**config.mk**
```make
export PLATFORM = sky130hd
export DESIGN_NAME = alsu_result_fifo
export DESIGN_NICKNAME = d
export VERILOG_FILES = /design/src/rtl/alsu_result_fifo.sv
export SDC_FILE = /design/constraint.sdc
export NUM_CORES = 1
export LEC_CHECK = 0
export ABC_AREA = 1
export CORE_MARGIN = 10
export CORE_UTILIZATION = 40
export CTS_CLUSTER_DIAMETER = 120
export CTS_CLUSTER_SIZE = 24
export DETAILED_ROUTE_END_ITERATION = 10
export GPL_TIMING_DRIVEN = 0
export MAX_ROUTING_LAYER = met4
export PLACE_DENSITY = 0.67
export SLEW_MARGIN = 10
export SYNTH_ARGS = -nofsm -noshare
export SYNTH_HDL_FRONTEND = slang
export SYNTH_SLANG_ARGS = --single-unit
```
**constraint.sdc**
```tcl
create_clock -name clk -period 3.4 [get_ports clk]
set_clock_uncertainty 0.15 [all_clocks]
set_input_delay 0.85 -clock clk [delete_from_list [all_inputs] [get_ports clk]]
set_output_delay 0.85 -clock clk [all_outputs]
set_load 0.03 [all_outputs]
```
**src/rtl/alsu_result_fifo.sv**
```systemverilog
// Capture FIFO behind the ALSU: records {inv_flag, out} and counts invalid and dropped records.
// Optional macro ALSU_RESULT_PARITY_EN adds the rd_parity output.
module alsu_result_fifo #(
    parameter int DEPTH = 8,
    parameter int CNT_W = 8
) (
    input  logic                     clk,
    input  logic                     rst,
    input  logic                     out_valid,
    input  logic [5:0]               out,
    input  logic [15:0]              leds,
    output logic                     rd_valid,
    input  logic                     rd_ready,
    output logic [6:0]               rd_data,
    output logic                     full,
    output logic                     empty,
    output logic [$clog2(DEPTH):0]   level,
    output logic [CNT_W-1:0]         err_cnt,
`ifdef ALSU_RESULT_PARITY_EN
    output logic [CNT_W-1:0]         drop_cnt,
    output logic                     rd_parity
`else
    output logic [CNT_W-1:0]         drop_cnt
`endif
);
    localparam int AW = $clog2(DEPTH);

    logic [AW:0]      wptr_q, wptr_d;
    logic [AW:0]      rptr_q, rptr_d;
    logic [CNT_W-1:0] err_cnt_q, err_cnt_d;
    logic [CNT_W-1:0] drop_cnt_q, drop_cnt_d;
    logic [6:0]       mem_q [DEPTH];

    logic       inv_flag;
    logic [6:0] push_rec;
    logic       push_ok;
    logic       drop;
    logic       pop;

    assign inv_flag = (leds != 16'h0000);
    assign push_rec = {inv_flag, out};

    // Extra pointer MSB distinguishes full from empty when the index bits match.
    assign full  = (wptr_q[AW] != rptr_q[AW]) && (wptr_q[AW-1:0] == rptr_q[AW-1:0]);
    assign empty = (wptr_q == rptr_q);
    assign level = wptr_q - rptr_q;

    // Full is judged on pre-edge occupancy, so a same-cycle pop cannot rescue a push.
    assign push_ok = out_valid && !full;
    assign drop    = out_valid && full;
    assign pop     = rd_valid && rd_ready;

    assign rd_valid = !empty;
    assign rd_data  = rd_valid ? mem_q[rptr_q[AW-1:0]] : 7'h00;
    assign err_cnt  = err_cnt_q;
    assign drop_cnt = drop_cnt_q;

`ifdef ALSU_RESULT_PARITY_EN
    assign rd_parity = ^rd_data;
`endif

    always_comb begin
        wptr_d     = wptr_q;
        rptr_d     = rptr_q;
        err_cnt_d  = err_cnt_q;
        drop_cnt_d = drop_cnt_q;
        if (push_ok) begin
            wptr_d = wptr_q + (AW+1)'(1);
        end
        if (pop) begin
            rptr_d = rptr_q + (AW+1)'(1);
        end
        if (push_ok && inv_flag && (err_cnt_q != {CNT_W{1'b1}})) begin
            err_cnt_d = err_cnt_q + CNT_W'(1);
        end
        if (drop && (drop_cnt_q != {CNT_W{1'b1}})) begin
            drop_cnt_d = drop_cnt_q + CNT_W'(1);
        end
    end

    always_ff @(posedge clk or posedge rst) begin
        if (rst) begin
            wptr_q     <= '0;
            rptr_q     <= '0;
            err_cnt_q  <= '0;
            drop_cnt_q <= '0;
        end else begin
            wptr_q     <= wptr_d;
            rptr_q     <= rptr_d;
            err_cnt_q  <= err_cnt_d;
            drop_cnt_q <= drop_cnt_d;
        end
    end

    // Storage needs no reset; entries are only visible once the pointers cover them.
    always_ff @(posedge clk) begin
        if (push_ok) begin
            mem_q[wptr_q[AW-1:0]] <= push_rec;
        end
    end

endmodule

```
* Word-level counts from Yosys, hierarchy flattened
Memories as Yosys holds them, arrays and structs flattened. Cells that the tools add are included.
Cells by class: mux-type cells 3, add/subtract/negate cells 5, equal/unequal tests 5, reductions and logical operators 10
Operators with widths (count):
- adder 8 x 1 -> 8 bit (second input constant) | 2
- != test 8 bit (second input constant) | 2
- nonzero test 16 bit | 1
- adder 4 x 1 -> 4 bit (second input constant) | 2
- logical AND 1 bit | 7
- 2-to-1 mux 7 bit | 1
- == test 4 bit | 1
- subtractor 4 bit | 1
- == test 3 bit | 1
- logical NOT 1 bit | 2
- 2-to-1 mux 1 bit | 2
- != test 1 bit | 1
Word-level totals: memories kept 1, register bits 24, logic and storage cells 28, RAM bits 56
Memory list:
- mem_q | depth 8, bits a word 7, rd ports 1, clocked after memory_dff 0, write ports 1, RTL line 32 | logic [6:0] mem_q [DEPTH];

* Depth between registers and ports, before layout
Gate-level depths: netlist of run 1.
depth in word-level cells 6, gate-level depth with buffers 12, gate-level depth less buffers 10

* Least setup slack after synthesis of run 1
No wires, ideal clock.
kind reg-to-output, start register rptr_q[2], end output port rd_data[0], cell stages (with the launch flop) 12, required time 2.400 ns, path slack 0.292 ns, buffers on the path 2, arrival 2.108 ns, cell sequence dfrtp_1 > clkbuf_1 > buf_2 > inv_1 > ha_1 > nand2_2 > nor2_4 > inv_1 > nor2_4 > inv_2 > nand2_1 > nor2_1
Between the ends: cells in the longest elaborated chain, start to end 2
RTL lines:
- start, declared | RTL line 29 | logic [AW:0] rptr_q, rptr_d;
- start signal, assigned | RTL line 89 | rptr_q <= rptr_d;
- == test 4 bit | RTL line 45 | assign empty = (wptr_q == rptr_q);
- net empty | RTL line 16 | output logic empty,
- 2-to-1 mux 7 bit | RTL line 54 | assign rd_data = rd_valid ? mem_q[rptr_q[AW-1:0]] : 7'h00;
- end, declared | RTL line 14 | output logic [6:0] rd_data,
The timed path passes the listed nets, and every way through them passes these cells.

* Worst setup path after layout of run 1
start register wptr_q[0], end output port level[1]
Between the ends: cells in the longest elaborated chain, start to end 1
RTL lines:
- start, declared | RTL line 28 | logic [AW:0] wptr_q, wptr_d;
- start signal, assigned | RTL line 88 | wptr_q <= wptr_d;
- subtractor 4 bit | RTL line 46 | assign level = wptr_q - rptr_q;
- end, declared | RTL line 17 | output logic [$clog2(DEPTH):0] level,
Every way passes these cells.

==> results of run 1 <==
-- per-layer routing --
layer  share of wire [%]  GRT usage (%)  up-vias  routed length, um
met5                   0              -        -                  0
met4                0.51           2.88        0                 45
met3                 6.6           4.94        4                578
met2                  48           22.2       76               4240
li1                    -              -     1397                  -
met1                  44           17.0     1315               3890
-- synthesized netlist by cell type, types with 3 or more instances --
cell / count
clkbuf_1: 3
o21ai_1: 3
inv_1: 25
dfrtp_1: 24
xor2_1: 9
ha_1: 7
nand3_1: 10
nor2_1: 73
o22ai_1: 7
nand2_1: 78
o21ai_0: 31
o211ai_1: 7
buf_2: 7
edfxtp_1: 56
xnor2_1: 6
nor2_2: 3
nand4_1: 8
-- power by group through the flow --
stage          Clock [uW]  Combinational, uW  Sequential (uW)
6_report              632               2200             1410
5_1_grt               698               2460             1440
4_1_cts               653               2250             1410
3_5_place_dp            0               2320             1420
3_3_place_gp            0               2290             1420
2_1_floorplan           0               1380             1490
-- registers in the layout (all words and copies together) (netlist names) --
signal	flops
wptr_q	4
err_cnt	8
drop_cnt	8
mem_q	56
rptr_q	4
-- worst max-delay path: stages (launching register included) --
cell and delay, ns:
dfrtp_1 0.41, inv_1 0.08, ha_1 0.22, fa_1 0.45
inv_1 0.08, clkdlybuf4s50_1 0.68
-- stage by stage --
stage          worst slack [ns]  TNS [ns]
6_report                  0.126         0
5_1_grt                 0.00672         0
4_1_cts                  0.0294         0
3_5_place_dp             -0.299     -1.91
3_3_place_gp             -0.251     -1.70
2_1_floorplan             0.292         0
-- timing repair --
item / 4_1_cts / 5_1_grt
pin swaps: 0 / 0
gates resized for setup: 19 / 10
endpoints found under the setup margin: 12 / 8
buffers inserted: 1 / 0
-- worst paths after layout --
check	slack, ns	endpoint	from
max in group asynchronous	1.61	rptr_q[2]	rst
worst min register to register	0.36	wptr_q[3]	wptr_q[3]
worst min-delay path	0.36	wptr_q[3]	wptr_q[3]
worst max register to register	0.66	mem_q[6][3]	rptr_q[1]
worst max-delay path	0.13	level[1]	wptr_q[0]
min in group asynchronous	0.86	err_cnt[1]	rst
-- cell families (layout without fill, tap and decap cells) --
group / Yosys count / in the layout / share of synthesized area (%)
AO/OA/AOI/OAI: 54 / 54 / 8.41
XOR/XNOR: 15 / 15 / 3.49
adder cells (fa/ha/maj): 8 / 8 / 2.86
buffers and inverters: 39 / 109 / 4.29
flip-flops: 80 / 80 / 60.6
AND/OR/NAND/NOR: 181 / 181 / 20.3
-- final cells by class --
cell class,count,area share (%)
inverter,28,2.33
multi-input combinational,258,28.6
sequential,80,49.5
tap,111,3.01
timing repair buffer,56,11.7
clock inverter,7,1.17
buffer,9,0.976
clock buffer,9,2.69
==> impl_metrics.yaml, run 1 <==
routing:
  wl_mm: 8.76
  via_per_inst: 5.00
  drtIter0Drc: 148
  wire_per_inst_um: 15.7
  drc_errors: 0
  first_pass_iters: 4
  ant_nets: 0
  vias: 2792
grt:
  grt_first_pass_wirelength_mm: 14.4
  grt_pass1_vias: 2892
  gr-total-overflow: 0
  grt_use_total_pct: 14.0
  grt_antenna_before_repair: 0
  grt_max_degree: 25
logic_synthesis:
  synthTopCellsByArea: "edfxtp_1, dfrtp_1, nand2_1, nor2_1, o21ai_0"
  syn_avg_cell_area_um2: 9.98
  ys_warn_count: 0
  mappedNetlistNets: 411
  yosysUniqueCellTypes: 31
  synthesis.instances: 377
  syn_area_mm2: 0.00376
  ys_seq_elements: 80
  async_flop_share_pct: 30.0
  synth_edf_count: 56
  yosysTopAreaCell: "edfxtp_1"
  synth_flop_cell: "edfxtp_1"
  synth.yosys.seq_area_share_pct: 60.6
  synth_top_cell_area_share_pct: 44.7
final_layout:
  antennaDiodeCount: 0
  drive_gt1_share_pct: 10.5
  regArea_mm2: 0.00228
  instances_no_fill: 558
  stdcell_area_mm2: 0.00461
  final_util_pct: 50.2
  area_growth_pct: 22.6
  multi_input_area_mm2: 0.00132
  nFillCells: 849
  layout_common_cells: "nand2_1, nor2_1, edfxtp_1, clkdlybuf4s50_1, o21ai_0"
  layout_commonest_cell: "nand2_1"
  fin_nets: 476
cts:
  htreeDepth: 3
  clock-sinks: 80
  clkTransAtPathRegs_ns: 0.08
  cts_tree: "built"
  root_buffer: "clkbuf_8"
  cts_buffers: 9
  clk_path_buf_depth: 2
  clk_latency_ns: 0.35
  ctsHoldBuffers: 0
die:
  initial_core_util_pct: 40.9
  core-area_mm2: 0.00920
  die_w_um: 117
  ios: 56
  rows: 35
  dieArea_mm2: 0.0137
  die_y_um: 117
critical_path:
  critPathRequiredTime_ns: 2.40
  criticalPathCategory: "reg -> out"
  cp-start-kind: "flop"
  worstRegToRegCells: 7
  cp-end-kind: "output pin"
  arrival_ns: 2.27
  critPathMaxFanout: 5
sta:
  layout_min_cycle_time_ns: 3.27
  final-max-slew-violation-count: 0
  relSlewSlack_pct: 34.0
  setup_viol: 0
  timing.final.crit_share_pct: 96.3
  finalHoldViolCount: 0
  tightest_slew_ns: 0.982
  timing.hold.ws_ns: 0.359
  rsz0062_at_grt: "false"
  max_freq_mhz: 305
pwr:
  p_clk_share_pct: 14.9
  pwr-share-seq_pct: 33.2
  switchingPower_uw: 1970
  combPwrFrac_pct: 51.9
  ir_worst_vdd_mv: 0.699
  p_per_area_mw_per_mm2: 919
  totalPowerFinal_uw: 4240
  p_int_uw: 2280
  p_leak_uw: 0.00186
  switching_share_pct: 46.4
status:
  status: "complete, no violations"
placed_design:
  dp.cells: 543
  gp_congestion: 0.856
  post-dp-hpwl_mm: 6.27
  portBuffers: 55
  dpl_cell_area_mm2: 0.00445
job:
  drv_cap: 0
hold_path:
  hold_class: "reg -> reg"
  holdPathStages: 1
No activity file was read; power rests on OpenSTA's default activity.
==> inputs of run 2 (changes only) <==
--- a/config.mk
+++ b/config.mk
@@ -14,6 +14,7 @@
 export GPL_TIMING_DRIVEN = 0
 export MAX_ROUTING_LAYER = met4
 export PLACE_DENSITY = 0.67
+export REMOVE_ABC_BUFFERS = 1
 export SLEW_MARGIN = 10
 export SYNTH_ARGS = -nofsm -noshare
 export SYNTH_HDL_FRONTEND = slang
==> impl_metrics.yaml, run 2 (synthesized netlist as in run 1, its figures left out) <==
routing:
  vias: 2850
  ant_nets: 0
  drc_errors: 0
  wl_mm: 9.01
  via_per_inst: 5.11
  wire_per_inst_um: 16.1
  drtIter0Drc: 167
  first_pass_iters: 4
final_layout:
  stdcell_area_mm2: 0.00469
  multi_input_area_mm2: 0.00133
  regArea_mm2: 0.00229
  antennaDiodeCount: 0
  area_growth_pct: 24.7
  layout_commonest_cell: "nand2_1"
  drive_gt1_share_pct: 11.2
  layout_common_cells: "nand2_1, nor2_1, edfxtp_1, clkdlybuf4s50_1, o21ai_0"
  instances_no_fill: 558
  fin_nets: 476
  nFillCells: 845
  largest_register_ffs: 56
sta:
  final-max-slew-violation-count: 0
  setup_viol: 0
  layout_min_cycle_time_ns: 3.22
  relSlewSlack_pct: 36.1
  timing.final.crit_share_pct: 94.8
  tightest_slew_ns: 0.958
  max_freq_mhz: 310
  timing.setup.tns_ns: 0
  layout_setup_ws_ns: 0.177
  rsz0062_at_grt: "false"
  finalHoldViolCount: 0
grt:
  grt_first_pass_wirelength_mm: 14.4
  grt_max_degree: 34
  gr-total-overflow: 0
  grt_pass1_vias: 2865
  grt_antenna_before_repair: 0
  grt_use_total_pct: 14.0
pwr:
  ir_worst_vdd_mv: 0.865
  p_leak_uw: 0.00188
  p_per_area_mw_per_mm2: 941
die:
  initial_core_util_pct: 40.9
  core-area_mm2: 0.00920
  die_y_um: 117
  ios: 56
  dieArea_mm2: 0.0137
  rows: 35
  die_w_um: 117
critical_path:
  criticalPathCategory: "reg -> out"
  cp-end-kind: "output pin"
  critical_path.cell_chain: "ha_1 -> inv_1 -> nor2_4 -> inv_1 -> nor2_4 -> inv_2 -> nand2_1 -> nor2_1 -> clkdlybuf4s15_2"
  cpMaxStageDelayCell: "dfrtp_4"
  arrival_ns: 2.22
  critPathRequiredTime_ns: 2.40
  slowest_delay_ns: 0.54
  cp_top_family: "buffers and inverters"
  path_buf_inv: 4
  cp-start-kind: "flop"
  critPathMaxFanout: 8
cts:
  clk_path_buf_depth: 2
  ctsHoldBuffers: 0
  root_buffer: "clkbuf_8"
  clock-sinks: 80
  clkTransAtPathRegs_ns: 0.09
  cts_tree: "built"
  clk_latency_ns: 0.35
  cts_buffers: 9
  htreeDepth: 3
placed_design:
  place_ws_ns: -0.650
  dpl_cell_area_mm2: 0.00440
  dp.cells: 532
  post-dp-hpwl_mm: 5.60
  gp_congestion: 0.810
  portBuffers: 55
hold_path:
  hold_class: "reg -> reg"
status:
  status: "complete, no violations"
job:
  drv_cap: 0
-- run 2: cell count changes in the layout (fill, tap and decap cells not counted), moves of 2 or more --
cell / before / now
buf_4: 2 / 9
buf_2: 6 / 0
dlygate4sd2_1: 4 / 8
dfrtp_4: 0 / 3
clkbuf_1: 2 / 0
clkbuf_2: 4 / 2
dfrtp_2: 2 / 0
inv_8: 0 / 2
-- run 2: metal layers --
layer	wire [um]	vias to the layer above	track usage [%]	part of all wire [%]
li1	-	1393	-	-
met1	4120	1370	17.2	46
met2	4290	78	22.2	48
met3	508	9	3.87	5.6
met4	88	0	3.54	0.98
met5	0	-	-	0
-- run 2: final timing paths --
path,startpoint,to,slack [ns],cells past startpoint
max reg2reg,rptr_q[0],mem_q[4][0],0.55,6
min in group asynchronous,rst,drop_cnt[0],0.86,2
min,wptr_q[3],wptr_q[3],0.35,1
max in group asynchronous,rst,rptr_q[2],1.54,2
min reg2reg,wptr_q[3],wptr_q[3],0.35,1
max,rptr_q[0],rd_data[6],0.18,9
-- run 2: worst register-to-register path, cell delays in order (launching register included) --
cell,delay [ns]
dfrtp_4,0.54
ha_1,0.29
inv_1,0.12
nor2_4,0.07
a21oi_4,0.37
nand2_1,0.26
nor2_1,0.70
-- run 2: per-stage QoR --
stage / hold slack [ns] / power, uW / utilization (%)
finish: 0.350 / 4410 / 51.0
global route: 0.365 / 4740 / 51.0
CTS: 0.352 / 4370 / 50.4
detailed placement: 0.336 / 3670 / 47.8
global placement: 0.331 / 3640 / 47.8
floorplan: 0.313 / 2830 / -
-- run 2: final cells by class --
type / instances / area share (%)
repair buffers: 65 / 13.1
inverters: 28 / 2.37
well taps: 111 / 2.96
clock buffers: 9 / 2.64
clock inverters: 7 / 1.84
multi-input cells: 258 / 28.2
flip-flops and latches: 80 / 48.9
-- run 2: report_power, final --
| part | total, uW | switching [uW] | internal [uW] |
|---|---|---|---|
| Sequential | 1420 | 154 | 1260 |
| Clock | 744 | 388 | 356 |
| Combinational | 2250 | 1480 | 774 |
| Total | 4410 | 2020 | 2390 |
-- run 2: what timing repair did --
action,4_1_cts,5_1_grt
setup endpoints to repair,63,8
resized for setup,26,4
pin swaps,0,0
buffers inserted,3,7
==> inputs of run 3 (changes only) <==
--- a/config.mk
+++ b/config.mk
@@ -5,7 +5,6 @@
 export SDC_FILE = /design/constraint.sdc
 export NUM_CORES = 1
 export LEC_CHECK = 0
-export ABC_AREA = 1
 export CORE_MARGIN = 10
 export CORE_UTILIZATION = 40
 export CTS_CLUSTER_DIAMETER = 120
==> impl_metrics.yaml, run 3 <==
grt:
  grt.met3_usage_pct: 3.20
  grt_max_degree: 25
  grt_pass1_vias: 2290
  top_usage_layer: "met2"
  grtUsageMet1_pct: 14.7
  gr-total-overflow: 0
  grt_use_total_pct: 12.1
  grt_util_met2_pct: 18.6
  grt_first_pass_wirelength_mm: 11.9
  grt_antenna_before_repair: 0
cts:
  clock-sinks: 80
  htreeDepth: 3
  root_buffer: "clkbuf_8"
  clkTransAtPathRegs_ns: 0.09
  clk_path_buf_depth: 2
  ctsHoldBuffers: 0
  cts_buffers: 9
  clk_latency_ns: 0.34
  cts_tree: "built"
logic_synthesis:
  synth_common_cells: "edfxtp_1, nand2_1, dfrtp_1"
  synth_edf_count: 56
  async_flop_share_pct: 30.0
  synth.yosys.seq_area_share_pct: 64.4
  synthTopCellsByArea: "edfxtp_1, dfrtp_1, mux4_2, nand2_1, ha_1"
  ys_seq_elements: 80
  synth_flop_cell: "edfxtp_1"
  yosysMostFrequentCell: "edfxtp_1"
  synthesis.instances: 237
  yosysUniqueCellTypes: 42
  syn_avg_cell_area_um2: 14.9
  synth_top_cell_area_share_pct: 47.5
  yosysTopAreaCell: "edfxtp_1"
  ys_warn_count: 0
  syn_area_mm2: 0.00354
routing:
  wire_per_inst_um: 18.0
  drc_errors: 0
  vias: 2175
  ant_nets: 0
  wl_mm: 7.45
  drtIter0Drc: 122
  via_per_inst: 5.24
  first_pass_iters: 5
pwr:
  pwr-share-seq_pct: 34.7
  p_int_uw: 2460
  switchingPower_uw: 1850
  switching_share_pct: 42.9
  combPwrFrac_pct: 50.1
  p_per_area_mw_per_mm2: 967
  p_clk_share_pct: 15.2
  p_leak_uw: 0.00161
  ir_worst_vdd_mv: 0.459
sta:
  tightest_slew_ns: 1.21
  timing.setup.tns_ns: 0
  finalHoldViolCount: 0
  max_freq_mhz: 305
  timing.hold.ws_ns: 0.346
  layout_min_cycle_time_ns: 3.27
  timing.final.crit_share_pct: 96.3
  setup_viol: 0
  rsz0062_at_grt: "true"
  final-max-slew-violation-count: 0
  relSlewSlack_pct: 18.9
  layout_setup_ws_ns: 0.125
critical_path:
  r2r_start: "rptr_q[2]"
  r2r_end: "mem_q[6][3]"
  critPathMaxFanout: 8
  crit_end: "rd_data[6]"
  cp-startpoint: "rptr_q[2]"
  critPathRequiredTime_ns: 2.40
  arrival_ns: 2.27
  criticalPathCategory: "reg -> out"
  cp-end-kind: "output pin"
  r2r_setup_slack_ns: 0.39
  worstRegToRegCells: 5
  cp-start-kind: "flop"
die:
  rows: 34
  die_w_um: 114
  die_y_um: 114
  core-area_mm2: 0.00868
  dieArea_mm2: 0.0130
  ios: 56
  initial_core_util_pct: 40.8
final_layout:
  largest_register_ffs: 56
  antennaDiodeCount: 0
  layout_commonest_cell: "edfxtp_1"
  drive_gt1_share_pct: 20.8
  fin_nets: 336
  area_growth_pct: 25.7
  layout_common_cells: "edfxtp_1, clkdlybuf4s50_1, nand2_1, dfrtp_1, mux4_2"
  final_util_pct: 51.3
  stdcell_area_mm2: 0.00445
placed_design:
  post-dp-hpwl_mm: 5.13
  portBuffers: 55
  place_ws_ns: -0.748
  dpl_cell_area_mm2: 0.00421
  gp_congestion: 0.767
hold_path:
  hold_class: "reg -> reg"
job:
  drv_cap: 0
status:
  status: "complete, no violations"
## run 3: cell types whose count changed after synthesis, sizes merged, moves of 8 or more
cell,before,now
nor2,78,5
nand2,81,26
o21ai,35,3
inv,28,13
mux4,0,14
nor4,0,8
## run 3: final cells by class
class	count	area, um^2
multi-input combinational	134	1180
sequential	80	2290
inverter	15	58.8
tap	108	135
fill	735	4230
clock buffer	9	124
timing repair buffer	62	594
clock inverter	7	62.6
## run 3: logic make-up after synthesis
kind of cell    after synthesis  synth area share [%]
buf+inv                      23                  2.72
xor+xnor                     19                  4.91
simple gates                 67                  9.71
fa+ha+maj                     8                  3.04
flops                        80                  64.4
compound gates               20                  4.42
mux                          20                  10.8
## run 3: critical path, stage by stage, from the launching register on
cell and delay (ns):
dfrtp_2 0.39, clkinv_2 0.17, ha_1 0.39, nand4_1 0.22, clkinv_2 0.22, a21oi_1 0.21, clkdlybuf4s15_2 0.33
## run 3: worst min-delay path by stage
| stage | startpoint | end | depth (start not counted) |
|---|---|---|---|
| after floorplan | wptr_q[3] | wptr_q[3] | 1 |
| after global routing | drop_cnt[5] | drop_cnt[5] | 1 |
| after CTS | drop_cnt[5] | drop_cnt[5] | 1 |
| after detailed placement | drop_cnt[5] | drop_cnt[5] | 1 |
| final | drop_cnt[5] | drop_cnt[5] | 1 |
| after global placement | drop_cnt[5] | drop_cnt[5] | 1 |
## run 3: what timing repair did
item	4_1_cts	5_1_grt
resized for setup	30	3
pin swaps	0	1
setup endpoints to repair	31	9
buffers inserted	2	4
## run 3: per-layer routing
metal / wire length (um) / part of all wire (%)
met1: 3380 / 45
met2: 3610 / 48
met3: 413 / 5.5
met4: 48 / 0.64
met5: 0 / 0
## run 3: power by group through the flow
stage / sequential (uW) / combinational (uW) / clock [uW]
after detailed placement: 1610 / 2130 / 0
after global placement: 1590 / 2090 / 0
after global routing: 1530 / 2340 / 710
after CTS: 1540 / 2130 / 670
after floorplan: 1660 / 1200 / 0
final: 1490 / 2160 / 653
## run 3: through the flow
step,power [uW],std cells
6_report,4300,415
3_5_place_dp,3740,393
2_1_floorplan,2860,229
3_3_place_gp,3680,392
4_1_cts,4340,411
5_1_grt,4570,415
